## src/rtl/dmem_arbiter_pkg.sv

```systemverilog
// Shared types and default widths for the data-memory arbiter.
// Arbiter FSM states and default bus widths.
package dmem_arbiter_pkg;

    localparam int DWIDTH     = 32;
    localparam int AWIDTH_MEM = 8;

    typedef enum logic [1:0] {
        S_PIPE    = 2'd0,
        S_FORCE_D = 2'd1,
        S_LOCK_D  = 2'd2
    } state_t;

endpackage

```

## src/rtl/dmem_arb_satcnt.sv

```systemverilog
// Saturating up-counter with synchronous clear.
// Used for the debug wait counter and the burst lock counter.
module dmem_arb_satcnt #(
    parameter int W   = 2,
    parameter int MAX = 3
) (
    input  logic         clk,
    input  logic         rst,
    input  logic         clr,
    input  logic         inc,
    output logic [W-1:0] cnt
);

    always_ff @(posedge clk or posedge rst) begin
        if (rst) begin
            cnt <= '0;
        end else if (clr) begin
            cnt <= '0;
        end else if (inc && cnt != W'(MAX)) begin
            cnt <= cnt + 1'b1;
        end
    end

endmodule

```

## src/rtl/dmem_arbiter.sv

```systemverilog
// Shares the single-port data memory between the MEM stage (P) and
// the debug/loader port (D), with starvation relief and bounded D bursts.
module dmem_arbiter
    import dmem_arbiter_pkg::*;
#(
    parameter int DWIDTH     = dmem_arbiter_pkg::DWIDTH,
    parameter int AWIDTH     = AWIDTH_MEM,
    parameter int DEPTH      = 1 << AWIDTH_MEM,
    parameter int STARVE_MAX = 4,
    parameter int LOCK_MAX   = 8
) (
    input  logic              a_clk,
    input  logic              a_rst,
    input  logic              p_req,
    input  logic              p_we,
    input  logic [AWIDTH-1:0] p_addr,
    input  logic [DWIDTH-1:0] p_wdata,
    output logic              p_stall,
    output logic [DWIDTH-1:0] p_rdata,
    output logic              p_rvalid,
    input  logic              d_req,
    input  logic              d_we,
    input  logic              d_lock,
    input  logic [AWIDTH-1:0] d_addr,
    input  logic [DWIDTH-1:0] d_wdata,
    output logic              d_gnt,
    output logic [DWIDTH-1:0] d_rdata,
    output logic              d_rvalid,
    output logic              oob_err,
    output logic              mem_ce,
    output logic              mem_wr_en,
    output logic              mem_rd_en,
    output logic [AWIDTH-1:0] mem_addr,
    output logic [DWIDTH-1:0] mem_store_data,
    input  logic [DWIDTH-1:0] mem_load_data
);

    localparam int WW = $clog2(STARVE_MAX);
    localparam int LW = $clog2(LOCK_MAX + 1);

    state_t          state;
    state_t          nxt;
    logic [WW-1:0]   wait_cnt;
    logic [LW-1:0]   lock_cnt;
    logic            p_win;
    logic            d_win;
    logic            lock_hold;
    logic            oob;
    logic [AWIDTH-1:0] sel_addr;

    dmem_arb_satcnt #(.W(WW), .MAX(STARVE_MAX - 1)) u_wait (
        .clk (a_clk),
        .rst (a_rst),
        .clr (d_win || !d_req),
        .inc (d_req && !d_win),
        .cnt (wait_cnt)
    );

    dmem_arb_satcnt #(.W(LW), .MAX(LOCK_MAX)) u_lock (
        .clk (a_clk),
        .rst (a_rst),
        .clr (nxt != S_LOCK_D),
        .inc (d_win),
        .cnt (lock_cnt)
    );

    // Default arbitration is P-priority; FORCE/LOCK override it for D.
    always_comb begin
        p_win     = p_req;
        d_win     = !p_req && d_req;
        lock_hold = d_req && d_lock && (lock_cnt < LW'(LOCK_MAX));
        nxt       = S_PIPE;
        case (state)
            S_FORCE_D: begin
                if (d_req) begin
                    p_win = 1'b0;
                    d_win = 1'b1;
                end
            end
            S_LOCK_D: begin
                if (lock_hold) begin
                    p_win = 1'b0;
                    d_win = 1'b1;
                end
            end
            default: ;
        endcase
        case (state)
            S_PIPE: begin
                if (d_win && d_lock)
                    nxt = S_LOCK_D;
                else if (d_req && !d_win && wait_cnt == WW'(STARVE_MAX - 1))
                    nxt = S_FORCE_D;
            end
            S_FORCE_D: nxt = (d_win && d_lock) ? S_LOCK_D : S_PIPE;
            S_LOCK_D:  nxt = lock_hold ? S_LOCK_D : S_PIPE;
            default:   nxt = S_PIPE;
        endcase
        if (a_rst) begin
            p_win = 1'b0;
            d_win = 1'b0;
        end
    end

    assign sel_addr = d_win ? d_addr : p_addr;
    assign oob      = int'({1'b0, sel_addr}) >= DEPTH;
    assign p_stall  = p_req && !p_win;
    assign d_gnt    = d_win;

    always_comb begin
        mem_ce         = 1'b0;
        mem_wr_en      = 1'b0;
        mem_rd_en      = 1'b0;
        mem_addr       = '0;
        mem_store_data = '0;
        if (p_win || d_win) begin
            mem_addr       = sel_addr;
            mem_store_data = d_win ? d_wdata : p_wdata;
            mem_ce         = !oob;
            mem_wr_en      = !oob && (d_win ? d_we : p_we);
            mem_rd_en      = !oob && !(d_win ? d_we : p_we);
        end
    end

    always_ff @(posedge a_clk or posedge a_rst) begin
        if (a_rst) begin
            state    <= S_PIPE;
            p_rvalid <= 1'b0;
            d_rvalid <= 1'b0;
            p_rdata  <= '0;
            d_rdata  <= '0;
            oob_err  <= 1'b0;
        end else begin
            state    <= nxt;
            p_rvalid <= p_win && !p_we;
            d_rvalid <= d_win && !d_we;
            oob_err  <= (p_win || d_win) && oob;
            if (p_win && !p_we)
                p_rdata <= oob ? '0 : mem_load_data;
            if (d_win && !d_we)
                d_rdata <= oob ? '0 : mem_load_data;
        end
    end

endmodule
```

## config.mk

```make
export PLATFORM = sky130hd
export DESIGN_NAME = dmem_arbiter
export DESIGN_NICKNAME = d
export VERILOG_FILES = /design/src/rtl/dmem_arbiter_pkg.sv /design/src/rtl/dmem_arb_satcnt.sv /design/src/rtl/dmem_arbiter.sv
export SDC_FILE = /design/constraint.sdc
export NUM_CORES = 1
export LEC_CHECK = 0
export CAP_MARGIN = 15
export CORE_ASPECT_RATIO = 0.75
export CORE_UTILIZATION = 38
export DETAILED_ROUTE_END_ITERATION = 8
export PLACE_DENSITY = 0.8
export SYNTH_ARGS = -nofsm -noshare
export SYNTH_HDL_FRONTEND = slang
export SYNTH_HIERARCHICAL = 1
export SYNTH_SLANG_ARGS = --single-unit
```

## constraint.sdc

```tcl
create_clock -name a_clk -period 3.3 [get_ports a_clk]
set_clock_uncertainty 0.15 [all_clocks]
set_input_delay 0.66 -clock a_clk [delete_from_list [all_inputs] [get_ports a_clk]]
set_output_delay 0.66 -clock a_clk [all_outputs]
set_load 0.02 [all_outputs]
```

==> metrics.md <==
| Metric | Value |
|---|---|
| Final worst setup slack | 41.7 ps |
| WS Path Type | in2out |
| H-tree levels | 3 |
| Layout Nets | 716 |
| Final Cycle Share | 98.7% |
| Max cap viols | 0 |
| Sequential-to-total area share from yosys stat | 49.2% |
| Setup violators final | 0 |
| Fin area | 6580 sq um |
| Clock share of power | 30.1% |
| WL/cell | 16.6 um |
| I/O Buffers | 229 |
| Reg-to-reg slack, setup | 510 ps |
| Synth async-reset ratio | 100% |
| Vias in the first global route | 3222 |
| Max incr delay on CP | 510 ps |
| Commonest non-fill, non-tap cells in the layout | 183 x clkdlybuf4s50_1, 89 x nand2_1, 74 x dfrtp_1 |
| Int Pwr | 2470 uW |
| Worst skew pair latency | 320 ps |
| Min cycle time layout | 3260 ps |
| Hold Crit Class | reg2reg |
| R2r endpoint | p_rdata[8] |
| Clock sink count | 74 |
| Die width | 117 um |
| Core area | 9660 sq um |
| Clk buf depth | 2 |
| Rows | 31 |
| CP max FO | 18 |
| Largest net degree at the start of global routing | 69 |
| Vias | 3386 |
| Total Power | 3500 uW |
| TritonRoute pass-1 iters | 4 |
| Sw Ratio | 29.5% |
| DRC viols | 0 |
| Post-synth top flop | dfrtp_1 |
| Max Transition Viols Final | 0 |
| Worst path depth | 8 |
| Layout cells sized above 1 | 16.8% |
| Synth warnings | 6 |
| Max VDD drop | 0.000369 V |
| Detailed Route Iter0 Violations | 162 |
| #FFs+latches synth | 74 |
| Die area | 10300 sq um |
| Total gr overflow | 0 |
| Antenna violations before repair | 0 |
| Io pins | 231 |
| Hold buffers post-CTS | 0 |
| Hold_sp | d_rdata[23] |
| Critical-path cell list | clkdlybuf4s50_1 -> nand4b_1 -> a31oi_4 -> buf_6 -> buf_12 -> nand2_1 -> o21ai_1 -> clkdlybuf4s15_1 |
| Die height | 88.2 um |
| Logic pwr share | 35.7% |
| Drt total wl | 12000 um |
| Fmax | 307 MHz |
| Worst rel slew slack | 42.5% |
| Post-Syn Nets | 476 |
| Arr. time, crit path | 2450 ps |
| Number of flops mapped to enable cells by yosys | 0 |
| Most common cell after layout, fill and taps aside | clkdlybuf4s50_1 |
| Post-Place Setup Slack | -556 ps |
| Syn Area/Cell | 10.8 sq um |
| Antenna fix cells | 0 |
| Endpoints failing hold | 0 |
| Pwr Density | 533 nW/um^2 |
| Slowest cell on the critical path | clkdlybuf4s50_1 |
| Actual slew at the worst max-slew pin | 862 ps |
| WP data required | 2490 ps |
| CTS tree | built |
| Cell family with most CP delay | buffers and inverters |
| Cells after Synth | 350 |
| WP buf/inv | 4 |
| Worst reg2reg startpoint | state[0] |
| Worst hold stages | 1 |
| Initial Util | 39.0% |
| Fillers | 732 |
| Unique masters post-synth | 35 |
| Reg2Reg Depth | 7 |
| First-pass GRT wire length | 17100 um |
| Antenna-violating nets left | 0 |
| Total track usage | 22.1% |
| Dpl hpwl | 9060 um |
| Placement Cell Area | 6290 sq um |
| Status | completed |
| Psw | 1030 uW |
| Clock Pin Slew Worst Setup and Hold Paths | 60 ps |
| WHS Endpoint | d_rdata[23] |
| Post-Place Cells | 707 |
| Synth-to-layout area growth | 74.7% |
| Gpl congestion | 0.773 |
| Seq pwr share | 34.2% |
| Startpoint types | input pin |
| CTS buffer count | 9 |
| Root Driver | clkbuf_16 |
| Mapped Area | 3760 sq um |
| Critical Path Sink Type | primary output |
| Vias/cell | 4.66 |
| Non-filler cells, final | 726 |
| Leak | 0.00298 uW |
## synth_stat cells, types with 2 or more instances
| library cell | number | area share (%) |
|---|---|---|
| dfrtp_1 | 74 | 49 |
| nand4_1 | 2 | 0.33 |
| mux2_1 | 36 | 11 |
| nand2_1 | 89 | 8.9 |
| inv_2 | 2 | 0.20 |
| inv_1 | 9 | 0.90 |
| buf_6 | 3 | 0.90 |
| nand2b_1 | 6 | 1.0 |
| mux2_4 | 30 | 12 |
| nor2_1 | 5 | 0.50 |
| or3b_1 | 2 | 0.47 |
| o21ai_1 | 43 | 5.7 |
| buf_2 | 5 | 0.66 |
| nor2b_1 | 2 | 0.33 |
| clkbuf_1 | 13 | 1.3 |
| a21oi_1 | 3 | 0.40 |
| buf_4 | 2 | 0.40 |
| ha_1 | 7 | 2.3 |
## routing by layer
metal | vias up | wire length, um | track usage [%]
met5 | - | 0 | 0
met2 | 90 | 6180 | 37.9
met4 | 0 | 85 | 4.26
met3 | 8 | 453 | 5.05
li1 | 1648 | - | -
met1 | 1640 | 5300 | 28.9
## worst reg2reg max path: stages, from the launching register on
cell,delay (ps)
dfrtp_1,380
inv_1,70
ha_1,340
nor2b_1,190
a211oi_4,300
or3b_2,490
buf_4,340
mux2_1,400
## final cells by class
cell class	count	area, sq um	area share [%]
multi-input combinational	242	1760	26.8
tap	132	165	2.51
sequential	74	1850	28.2
inverter	11	45.0	0.685
clock inverter	4	73.8	1.12
timing repair buffer	252	2420	36.9
clock buffer	11	253	3.84
## logic make-up (layout without fill, tap and decap cells)
group                      after synthesis  in the layout  share of synthesized area (%)
buffers and inverters                   34            278                           4.35
xor gates and xnor gates                 1              1                          0.233
adders and majority gates                7              7                           2.33
muxes                                   67             67                           23.0
DFF                                     74             74                           49.2
and+or+nand+nor                        114            114                           13.3
other                                    1              1                         0.0996
AOI/OAI and AO/OA                       52             52                           7.51
## per-stage QoR
stage                     setup TNS [ps]  hold slack [ps]  utilization (%)
after floorplan                        0              251                -
after global placement            -14830              324             65.1
after detailed placement          -18580              332             65.1
after CTS                              0              346             68.4
after global routing               -16.0              357             68.1
final                                  0              338             68.1
## how the worst max path moves through the flow
stage / startpoint / to / slack (ps)
after floorplan: a_rst / p_stall / 220
after global placement: d_req / mem_store_data[21] / -410
after detailed placement: d_req / mem_store_data[21] / -560
after CTS: d_lock / mem_store_data[9] / 2
after global routing: d_lock / mem_store_data[10] / -20
final: d_lock / mem_store_data[10] / 40
## flip-flops by register name (all words and copies together), names as in the netlist
name        cells
d_rvalid        1
p_rvalid        1
p_rdata        32
state           2
u_lock/cnt      4
u_wait/cnt      2
d_rdata        32
## repair_timing
item                                    CTS  global route
endpoints found under the setup margin   45            35
gates resized for setup                  69            40
pin swaps                                 2             0
setup buffers                             2             1
gates cloned                              0             1
## power groups by stage
| stage | Sequential, uW | Clock (uW) | Combinational, uW |
|---|---|---|---|
| after floorplan | 1420 | 0 | 361 |
| after global placement | 1200 | 0 | 1250 |
| after detailed placement | 1210 | 0 | 1270 |
| after CTS | 1200 | 1080 | 1260 |
| after global routing | 1220 | 1120 | 1320 |
| final | 1200 | 1060 | 1250 |
No activity file was read; power rests on OpenSTA's default activity.
